<file path="config.mk">
export PLATFORM = sky130hd
export DESIGN_NAME = current_monitor
export DESIGN_NICKNAME = d
export VERILOG_FILES = /design/src/rtl/current_monitor_pkg.sv /design/src/rtl/moving_avg.sv /design/src/rtl/current_monitor.sv
export SDC_FILE = /design/constraint.sdc
export NUM_CORES = 1
export LEC_CHECK = 0
export CAP_MARGIN = 20
export CELL_PAD_IN_SITES_DETAIL_PLACEMENT = 0
export CELL_PAD_IN_SITES_GLOBAL_PLACEMENT = 1
export CORE_ASPECT_RATIO = 0.8
export CORE_MARGIN = 5
export CORE_UTILIZATION = 49
export CTS_CLUSTER_SIZE = 24
export DETAILED_ROUTE_END_ITERATION = 8
export PLACE_DENSITY_LB_ADDON = 0.1
export SLEW_MARGIN = 20
export SYNTH_ARGS = -nofsm -noshare
export SYNTH_HDL_FRONTEND = slang
export SYNTH_SLANG_ARGS = --single-unit
</file>
<file path="constraint.sdc">
create_clock -name clk -period 3.7 [get_ports clk]
set_input_delay 0.37 -clock clk [delete_from_list [all_inputs] [get_ports clk]]
set_output_delay 0.37 -clock clk [all_outputs]
set_load 0.01 [all_outputs]
</file>
<file path="src/rtl/current_monitor_pkg.sv">
// Shared types and helpers for the motor current monitor: FSM states,
// ADC code width and XADC word unpacking.
package current_monitor_pkg;

    localparam int ADC_CODE_W = 12;

    typedef enum logic [1:0] {
        FILL  = 2'd0,
        ARMED = 2'd1,
        FAULT = 2'd2
    } state_t;

    // XADC left-justifies its 12-bit result; the low nibble carries no data.
    function automatic logic [ADC_CODE_W-1:0] xadc_code(input logic [15:0] word);
        return word[15:4];
    endfunction

endpackage

</file>
<file path="src/rtl/moving_avg.sv">
// Boxcar moving average over the last 2^AVG_LOG2 accepted codes, kept as a
// running sum over a circular history buffer.
module moving_avg
    import current_monitor_pkg::*;
#(
    parameter int AVG_LOG2 = 3
) (
    input  logic                  clk,
    input  logic                  srst,
    input  logic [ADC_CODE_W-1:0] code,
    input  logic                  code_valid,
    output logic [ADC_CODE_W-1:0] avg,
    output logic                  avg_upd
);

    localparam int WINDOW = 1 << AVG_LOG2;
    localparam int SUM_W  = ADC_CODE_W + AVG_LOG2;

    logic [ADC_CODE_W-1:0] hist [WINDOW];
    logic [AVG_LOG2-1:0]   wr_ptr_reg;
    logic [AVG_LOG2-1:0]   rd_ptr;
    logic                  full_reg;
    logic [ADC_CODE_W-1:0] oldest_reg;
    logic [ADC_CODE_W-1:0] oldest;
    logic [SUM_W-1:0]      sum_reg;
    logic [SUM_W-1:0]      sum_next;
    logic [ADC_CODE_W-1:0] avg_reg;
    logic                  upd_reg;

    // The entry that the next accept will overwrite is prefetched one sample
    // ahead, so the history needs only a registered read port.
    assign rd_ptr = wr_ptr_reg + AVG_LOG2'(1);

    // Until the window has been filled once since reset, stale RAM contents
    // stand in for the cleared history and are read as zero.
    assign oldest   = full_reg ? oldest_reg : '0;
    assign sum_next = sum_reg + SUM_W'(code) - SUM_W'(oldest);

    always_ff @(posedge clk) begin
        if (code_valid) begin
            hist[wr_ptr_reg] <= code;
            oldest_reg       <= hist[rd_ptr];
        end
    end

    always_ff @(posedge clk) begin
        if (srst) begin
            wr_ptr_reg <= '0;
            full_reg   <= 1'b0;
            sum_reg    <= '0;
            avg_reg    <= '0;
            upd_reg    <= 1'b0;
        end else begin
            upd_reg <= code_valid;
            if (code_valid) begin
                wr_ptr_reg <= rd_ptr;
                sum_reg    <= sum_next;
                avg_reg    <= sum_next[SUM_W-1:AVG_LOG2];
                if (wr_ptr_reg == '1) begin
                    full_reg <= 1'b1;
                end
            end
        end
    end

    assign avg     = avg_reg;
    assign avg_upd = upd_reg;

endmodule

</file>
<file path="src/rtl/current_monitor.sv">
// Motor current monitor: moving-average current, debounced hysteretic
// overcurrent trip with latched fault, and motor drive enable.
module current_monitor
    import current_monitor_pkg::*;
#(
    parameter int AVG_LOG2    = 3,
    parameter int TRIP_LEVEL  = 950,
    parameter int CLEAR_LEVEL = 800,
    parameter int TRIP_COUNT  = 4
) (
    input  logic        clk,
    input  logic        reset,
    input  logic [15:0] sample,
    input  logic        sample_valid,
    input  logic        clear_fault,
    output logic [11:0] avg_current,
    output logic        avg_valid,
    output logic [11:0] peak_current,
    output logic        fault,
    output logic        motor_enable,
    output logic [1:0]  state_out
);

    localparam logic [ADC_CODE_W-1:0] TRIP_CODE  = ADC_CODE_W'(TRIP_LEVEL);
    localparam logic [ADC_CODE_W-1:0] CLEAR_CODE = ADC_CODE_W'(CLEAR_LEVEL);
    localparam logic [3:0]            TRIP_N     = 4'(TRIP_COUNT);
    localparam logic [AVG_LOG2-1:0]   FILL_LAST  = '1;

    logic [ADC_CODE_W-1:0] avg;
    logic                  avg_upd;
    logic                  avg_valid_int;

    state_t                state_reg, state_next;
    logic [AVG_LOG2-1:0]   fill_reg, fill_next;
    logic [3:0]            trip_reg, trip_next, base_trip;
    logic [ADC_CODE_W-1:0] peak_reg, peak_next, base_peak;
    logic [ADC_CODE_W-1:0] prev_avg_reg;
    logic                  fault_reg, motor_enable_reg;
    logic                  run_armed;
    logic                  clear_ok;

    moving_avg #(
        .AVG_LOG2(AVG_LOG2)
    ) u_avg (
        .clk       (clk),
        .srst      (reset),
        .code      (xadc_code(sample)),
        .code_valid(sample_valid),
        .avg       (avg),
        .avg_upd   (avg_upd)
    );

    assign avg_valid_int = avg_upd && (state_reg == ARMED || state_reg == FAULT);

    // prev_avg_reg lags avg by one cycle, so on an update cycle it still holds
    // the average that was current before the new sample landed.
    assign clear_ok = clear_fault && (prev_avg_reg < CLEAR_CODE);

    always_comb begin
        state_next = state_reg;
        fill_next  = fill_reg;
        trip_next  = trip_reg;
        peak_next  = peak_reg;
        base_trip  = trip_reg;
        base_peak  = peak_reg;
        run_armed  = 1'b0;

        case (state_reg)
            FILL: begin
                if (avg_upd) begin
                    if (fill_reg == FILL_LAST) begin
                        state_next = ARMED;
                        fill_next  = '0;
                    end else begin
                        fill_next = fill_reg + AVG_LOG2'(1);
                    end
                end
            end
            ARMED: begin
                run_armed = avg_valid_int;
            end
            FAULT: begin
                trip_next = '0;
                if (clear_ok) begin
                    // A simultaneous new average is judged as the first
                    // sample of a fresh ARMED period.
                    state_next = ARMED;
                    peak_next  = '0;
                    base_trip  = '0;
                    base_peak  = '0;
                    run_armed  = avg_valid_int;
                end
            end
            default: begin
                state_next = FILL;
                fill_next  = '0;
                trip_next  = '0;
                peak_next  = '0;
            end
        endcase

        if (run_armed) begin
            peak_next = (avg > base_peak) ? avg : base_peak;
            if (avg >= TRIP_CODE) begin
                if (base_trip + 4'd1 == TRIP_N) begin
                    state_next = FAULT;
                    trip_next  = '0;
                end else begin
                    trip_next = base_trip + 4'd1;
                end
            end else begin
                trip_next = '0;
            end
        end
    end

    always_ff @(posedge clk) begin
        if (reset) begin
            state_reg        <= FILL;
            fill_reg         <= '0;
            trip_reg         <= '0;
            peak_reg         <= '0;
            prev_avg_reg     <= '0;
            fault_reg        <= 1'b0;
            motor_enable_reg <= 1'b0;
        end else begin
            state_reg        <= state_next;
            fill_reg         <= fill_next;
            trip_reg         <= trip_next;
            peak_reg         <= peak_next;
            prev_avg_reg     <= avg;
            fault_reg        <= (state_next == FAULT);
            motor_enable_reg <= (state_next == ARMED);
        end
    end

    assign avg_current  = avg;
    assign avg_valid    = avg_valid_int;
    assign peak_current = peak_reg;
    assign fault        = fault_reg;
    assign motor_enable = motor_enable_reg;
    assign state_out    = state_reg;

endmodule

</file>
### Word level (Yosys, flattened, before mapping)

Memories as Yosys holds them, arrays and structs flattened. A register that Yosys moved wholly into a read port is not among the register bits.
Cells that the tools add are included.

| cells by class | value |
|---|---|
| $add $sub $neg | 5 |
| magnitude comparators | 3 |
| eq/ne operators | 9 |
| muxes and demuxes | 26 |
| bitwise gates (word level) | 1 |
| reduce and logical (&&, ||, !) cells | 8 |

Operator list:

| kind | count |
|---|---|
| $mux W12 | 5 |
| $mux W4 | 6 |
| $pmux W12 S2 | 1 |
| $add A15 B12 Y15 | 1 |
| $sub A15 B12 Y15 | 1 |
| $ge A12 B10 Y1 const B | 1 |
| $gt A12 B12 Y1 | 1 |
| $lt A12 B10 Y1 const B | 1 |
| $mux W2 | 6 |
| $add A3 B1 Y3 const B | 2 |
| $eq A3 B3 Y1 const B | 2 |
| $mux W3 | 2 |
| $pmux W2 S3 | 1 |
| $pmux W3 S2 | 1 |
| $add A4 B1 Y4 const B | 1 |
| $eq A2 B1 Y1 const B | 2 |
| $eq A2 B2 Y1 const B | 2 |
| $eq A4 B3 Y1 const B | 1 |
| $ne A2 B1 Y1 const B | 2 |
| $reduce_and A2 Y1 | 2 |
| $reduce_or A2 Y1 | 2 |
| $mux W1 | 3 |
| $logic_and A1 B1 Y1 | 2 |
| $logic_not A2 Y1 | 1 |
| 3 further kinds | 3 |

| word-level totals | value |
|---|---|
| register bits | 67 |
| memory bits (writable) | 96 |
| output and inout bits | 29 |
| word-level logic and storage cells | 65 |
| memories kept | 1 |

Memories:

| name | depth | width | read ports | clocked after Yosys merged registers in | write ports | line | source |
|---|---|---|---|---|---|---|---|
| u_avg.hist | 8 | 12 | 1 | 1 | 1 | moving_avg.sv:19 | `logic [ADC_CODE_W-1:0] hist [WINDOW];` |

### Longest topological paths before layout

| depth | value |
|---|---|
| word-level depth | 10 |
| mapped depth | 13 |
| depth with buffers taken out | 12 |

### By module

Synthesis repeated with hierarchy kept, for this count alone.

| second synthesis, totals | value |
|---|---|
| cell total of the unflattened synthesis | 572 |
| area total of the unflattened synthesis | 7523.5 um2 |

Modules (own cells, without submodules):

| module | times used | cells an instance | area each (um2) |
|---|---|---|---|
| moving_avg | 1 | 396 | 5913.2 |
| current_monitor | 1 | 176 | 1610.3 |

### Worst setup path before layout

OpenSTA, ideal clock, no wires.

| path | value |
|---|---|
| kind | register to register |
| start point | register state_reg[0] (netlist: state_out[0]) |
| end point | register peak_reg[9] (netlist: peak_current[9]) |
| arrival | 2.744 ns |
| data required time | 3.641 ns |
| path slack | 0.897 ns |
| cell stages (with the launch flop) | 14 |
| clock period less this slack | 2.803 ns |
| cell sequence | dfxtp_1 -> inv_1 -> ha_1 -> nand2_1 -> clkbuf_1 -> nand2_1 -> ha_1 -> a211oi_1 -> nor2_1 -> nor3_1 -> a21oi_1 -> o41ai_2 -> buf_2 -> a22o_1 |

| between the ends | value |
|---|---|
| longest elaborated chain between the ends | 6 |
| elaborated cells between the ends (all ways) | 14 |
| classes of those cells | 1 x order compare; 3 x eq/ne; 6 x mux; 4 x reduce/logical |

RTL lines:

| element | line | source |
|---|---|---|
| start, declared | current_monitor.sv:33 | `state_t state_reg, state_next;` |
| start signal, assigned | current_monitor.sv:127 | `state_reg <= state_next;` |
| parallel branches: the longest is 6 deep, another holds $gt A12 B12 Y1 | n/a |  |
| end signal, assigned | current_monitor.sv:130 | `peak_reg <= peak_next;` |
| end, declared | current_monitor.sv:36 | `logic [ADC_CODE_W-1:0] peak_reg, peak_next, base_peak;` |

Several ways; the timed one is not identified.
A chain may end at the register's enable or synchronous reset.

### Final worst setup path

| path | value |
|---|---|
| start point | register u_avg.full_reg |
| end point | register u_avg.avg_reg[8] (netlist: u_avg.avg[8]) |

| between the ends | value |
|---|---|
| longest elaborated chain between the ends | 2 |

RTL lines:

| element | line | source |
|---|---|---|
| start, declared | moving_avg.sv:22 | `logic full_reg;` |
| start signal, assigned | moving_avg.sv:49 | `full_reg <= 1'b0;` |
| start signal, assigned | moving_avg.sv:60 | `full_reg <= 1'b1;` |
| $mux W12 | moving_avg.sv:36 | `assign oldest = full_reg ? oldest_reg : '0;` |
| $sub A15 B12 Y15 | moving_avg.sv:37 | `assign sum_next = sum_reg + SUM_W'(code) - SUM_W'(oldest);` |
| end signal, assigned | moving_avg.sv:58 | `avg_reg <= sum_next[SUM_W-1:AVG_LOG2];` |
| end, declared | moving_avg.sv:27 | `logic [ADC_CODE_W-1:0] avg_reg;` |

Every way passes these cells.

==> results.tsv <==
metric	value	unit
fill_cells	1191	
worst_ep_arrival_time	3.36	ns
drc	0	
largest_reg_flops	96	
postCtsSetupBuffers	0	
pwr_density_cell	621.5	nW/um^2
grt_max_degree	31	
end_kind	register	
drive_above_1_share	15.80	%
synthCells	577	
rsz0062_at_grt	no	
cts_buffer_depth	2	
rrSetupSlack	0.63	ns
slew_headroom	36.35	%
grt_usage	18.67	%
critPathLaunchType	register	
hold_viol_final	0	
portBuffers	44	
wl_per_cell	18.42	um
dr.pass1.iters	5	
grt_overflow_total	0	
cts_resized	0	
synth_enable_flop_cells	108	
path_max_fanout	13	
nNetsFinal	709	
period_needed	3.072	ns
die_x	148.5	um
diodes	0	
vdd_drop_max	0.4162	mV
hp-class	reg -> reg	
hold_buffers	0	
clock.fmax	0.3255	GHz
stdcell_area	8864	um^2
tightest_slew	0.9518	ns
finalSetupTns	0	ns
start_util	50.06	%
final_cell_mix	edfxtp_1, inv_1, dfxtp_1	
grt_pass1_vias	4741	
netlist_area	7516	um^2
seq_area_frac_synth	56.47	%
ios	49	
cts_buffers	17	
insertion_delay	0.43	ns
status	finished clean	
cts_tree	done	
clock_sinks	158	
post-route-period-util	83.02	%
drt_wl_total	15.49	mm
final_common_cell	edfxtp_1	
grt_pass1_wl	25.61	mm
place_area	8254	um^2
areaGrowthSynthToFinish	17.93	%
holdWs	0.4904	ns
htree_levels	4	
die-area	17930	um^2
cellLeakagePower	3.366	nW
num_vias	4608	
finalWeightedCongestion	0.8048	
async_reset_ff_share	0	%
drv_cap	0	
synthesis.nets	647	
drtAntennaViolNets	0	
ys_ff_latch	158	
die_h	120.8	um
cts_root_buffer	clkbuf_16	
fp-row-count	40	
via_per_inst	5.479	
ys_dominant_reg_cell	edfxtp_1	
avgSynthCellArea	13.03	um^2
drv_slew	0	
ys_types	54	
finalPower	5.509	mW
top_register	u_avg.hist	
coreArea	15010	um^2
worstSetupPathType	reg -> reg	
clk_pin_slew	0.06	ns
ys_warn_count	0	
drt_iter0_markers	306	
setup_viol	0	
hpwlAfterDp	11.13	mm
antenna_found_initial	0	
skew	0.01242	ns
cp.required	3.99	ns
==> layout make-up <==
| class | count | area, um^2 | area share, % |
|---|---|---|---|
| Sequential cell | 158 | 4245 | 47.90 |
| Multi-Input combinational cell | 328 | 2889 | 32.59 |
| Timing Repair Buffer | 72 | 650.6 | 7.340 |
| Clock buffer | 18 | 429.2 | 4.842 |
| Tap cell | 189 | 236.5 | 2.668 |
| Inverter | 62 | 232.7 | 2.626 |
| Clock inverter | 14 | 180.2 | 2.033 |
==> synth_stat cells (all sizes together) (5+ instances only) <==
cell / n / area, um^2
mux2: 12 / 135.1
fa: 12 / 240.2
a21oi: 25 / 125.1
clkbuf: 7 / 26.28
a22oi: 6 / 45.04
a21o: 9 / 67.56
a211oi: 5 / 37.54
and2: 14 / 87.59
edfxtp: 108 / 3243
inv: 62 / 232.7
nor2: 33 / 123.9
dfxtp: 50 / 1001
mux2i: 8 / 80.08
mux4: 24 / 540.5
xnor2: 8 / 70.07
ha: 38 / 475.5
nand3: 8 / 40.04
nand2: 38 / 142.6
a22o: 10 / 87.58
o21ai: 11 / 58.81
nor3: 8 / 40.04
nand2b: 11 / 68.82
buf: 22 / 133.9
nand4: 5 / 31.28
==> final timing paths <==
check / start / endpoint / cells past startpoint
setup / recovery: u_avg.full_reg / u_avg.avg[8] / 10
hold / removal: peak_current[8] / peak_current[8] / 1
setup reg to reg: u_avg.full_reg / u_avg.avg[8] / 10
hold reg to reg: peak_current[8] / peak_current[8] / 1
==> worst max-delay path, cell delays in order (launching register included) <==
cell	delay [ns]
dfxtp_1	0.56
and2_1	0.21
fa_1	0.46
inv_1	0.08
ha_1	0.22
a21oi_1	0.21
o21ai_0	0.24
a2111oi_0	0.56
nor3_1	0.14
xnor2_1	0.17
a22oi_1	0.08
==> where the power goes <==
| group | internal, mW | leakage [nW] | switching, mW |
|---|---|---|---|
| Sequential | 2.02 | 1.40 | 0.0941 |
| Combinational | 0.726 | 1.68 | 0.860 |
| Clock | 1.07 | 0.287 | 0.734 |
| Total | 3.82 | 3.37 | 1.69 |
==> logic make-up after synthesis <==
family / Yosys count / share of synthesized area [%]
flip-flops: 158 / 56.47
AND/OR/NAND/NOR: 136 / 9.256
buffers and inverters: 91 / 5.227
AO/OA/AOI/OAI: 88 / 8.307
adder cells (fa/ha/maj): 50 / 9.522
multiplexers: 44 / 10.06
XOR/XNOR: 10 / 1.165
==> layer usage <==
metal  share of wire (%)  vias up  GRT usage (%)
li1                    -     2225              -
met1                  50     2282          27.45
met2                  45       92          28.33
met3                 4.5        9          4.571
met4                0.59        0          4.039
met5                   0        -              0
==> metrics by stage <==
stage | util (%) | worst slack [ns] | cells
after floorplan | - | 0.8975 | 577
after global placement | 54.97 | 0.2455 | 809
after detailed placement | 54.97 | 0.2246 | 809
after CTS | 59.03 | 0.6517 | 841
after global routing | 59.03 | 0.2711 | 841
final | 59.03 | 0.6282 | 841
Note: power is estimated with default switching activity, not from simulation.
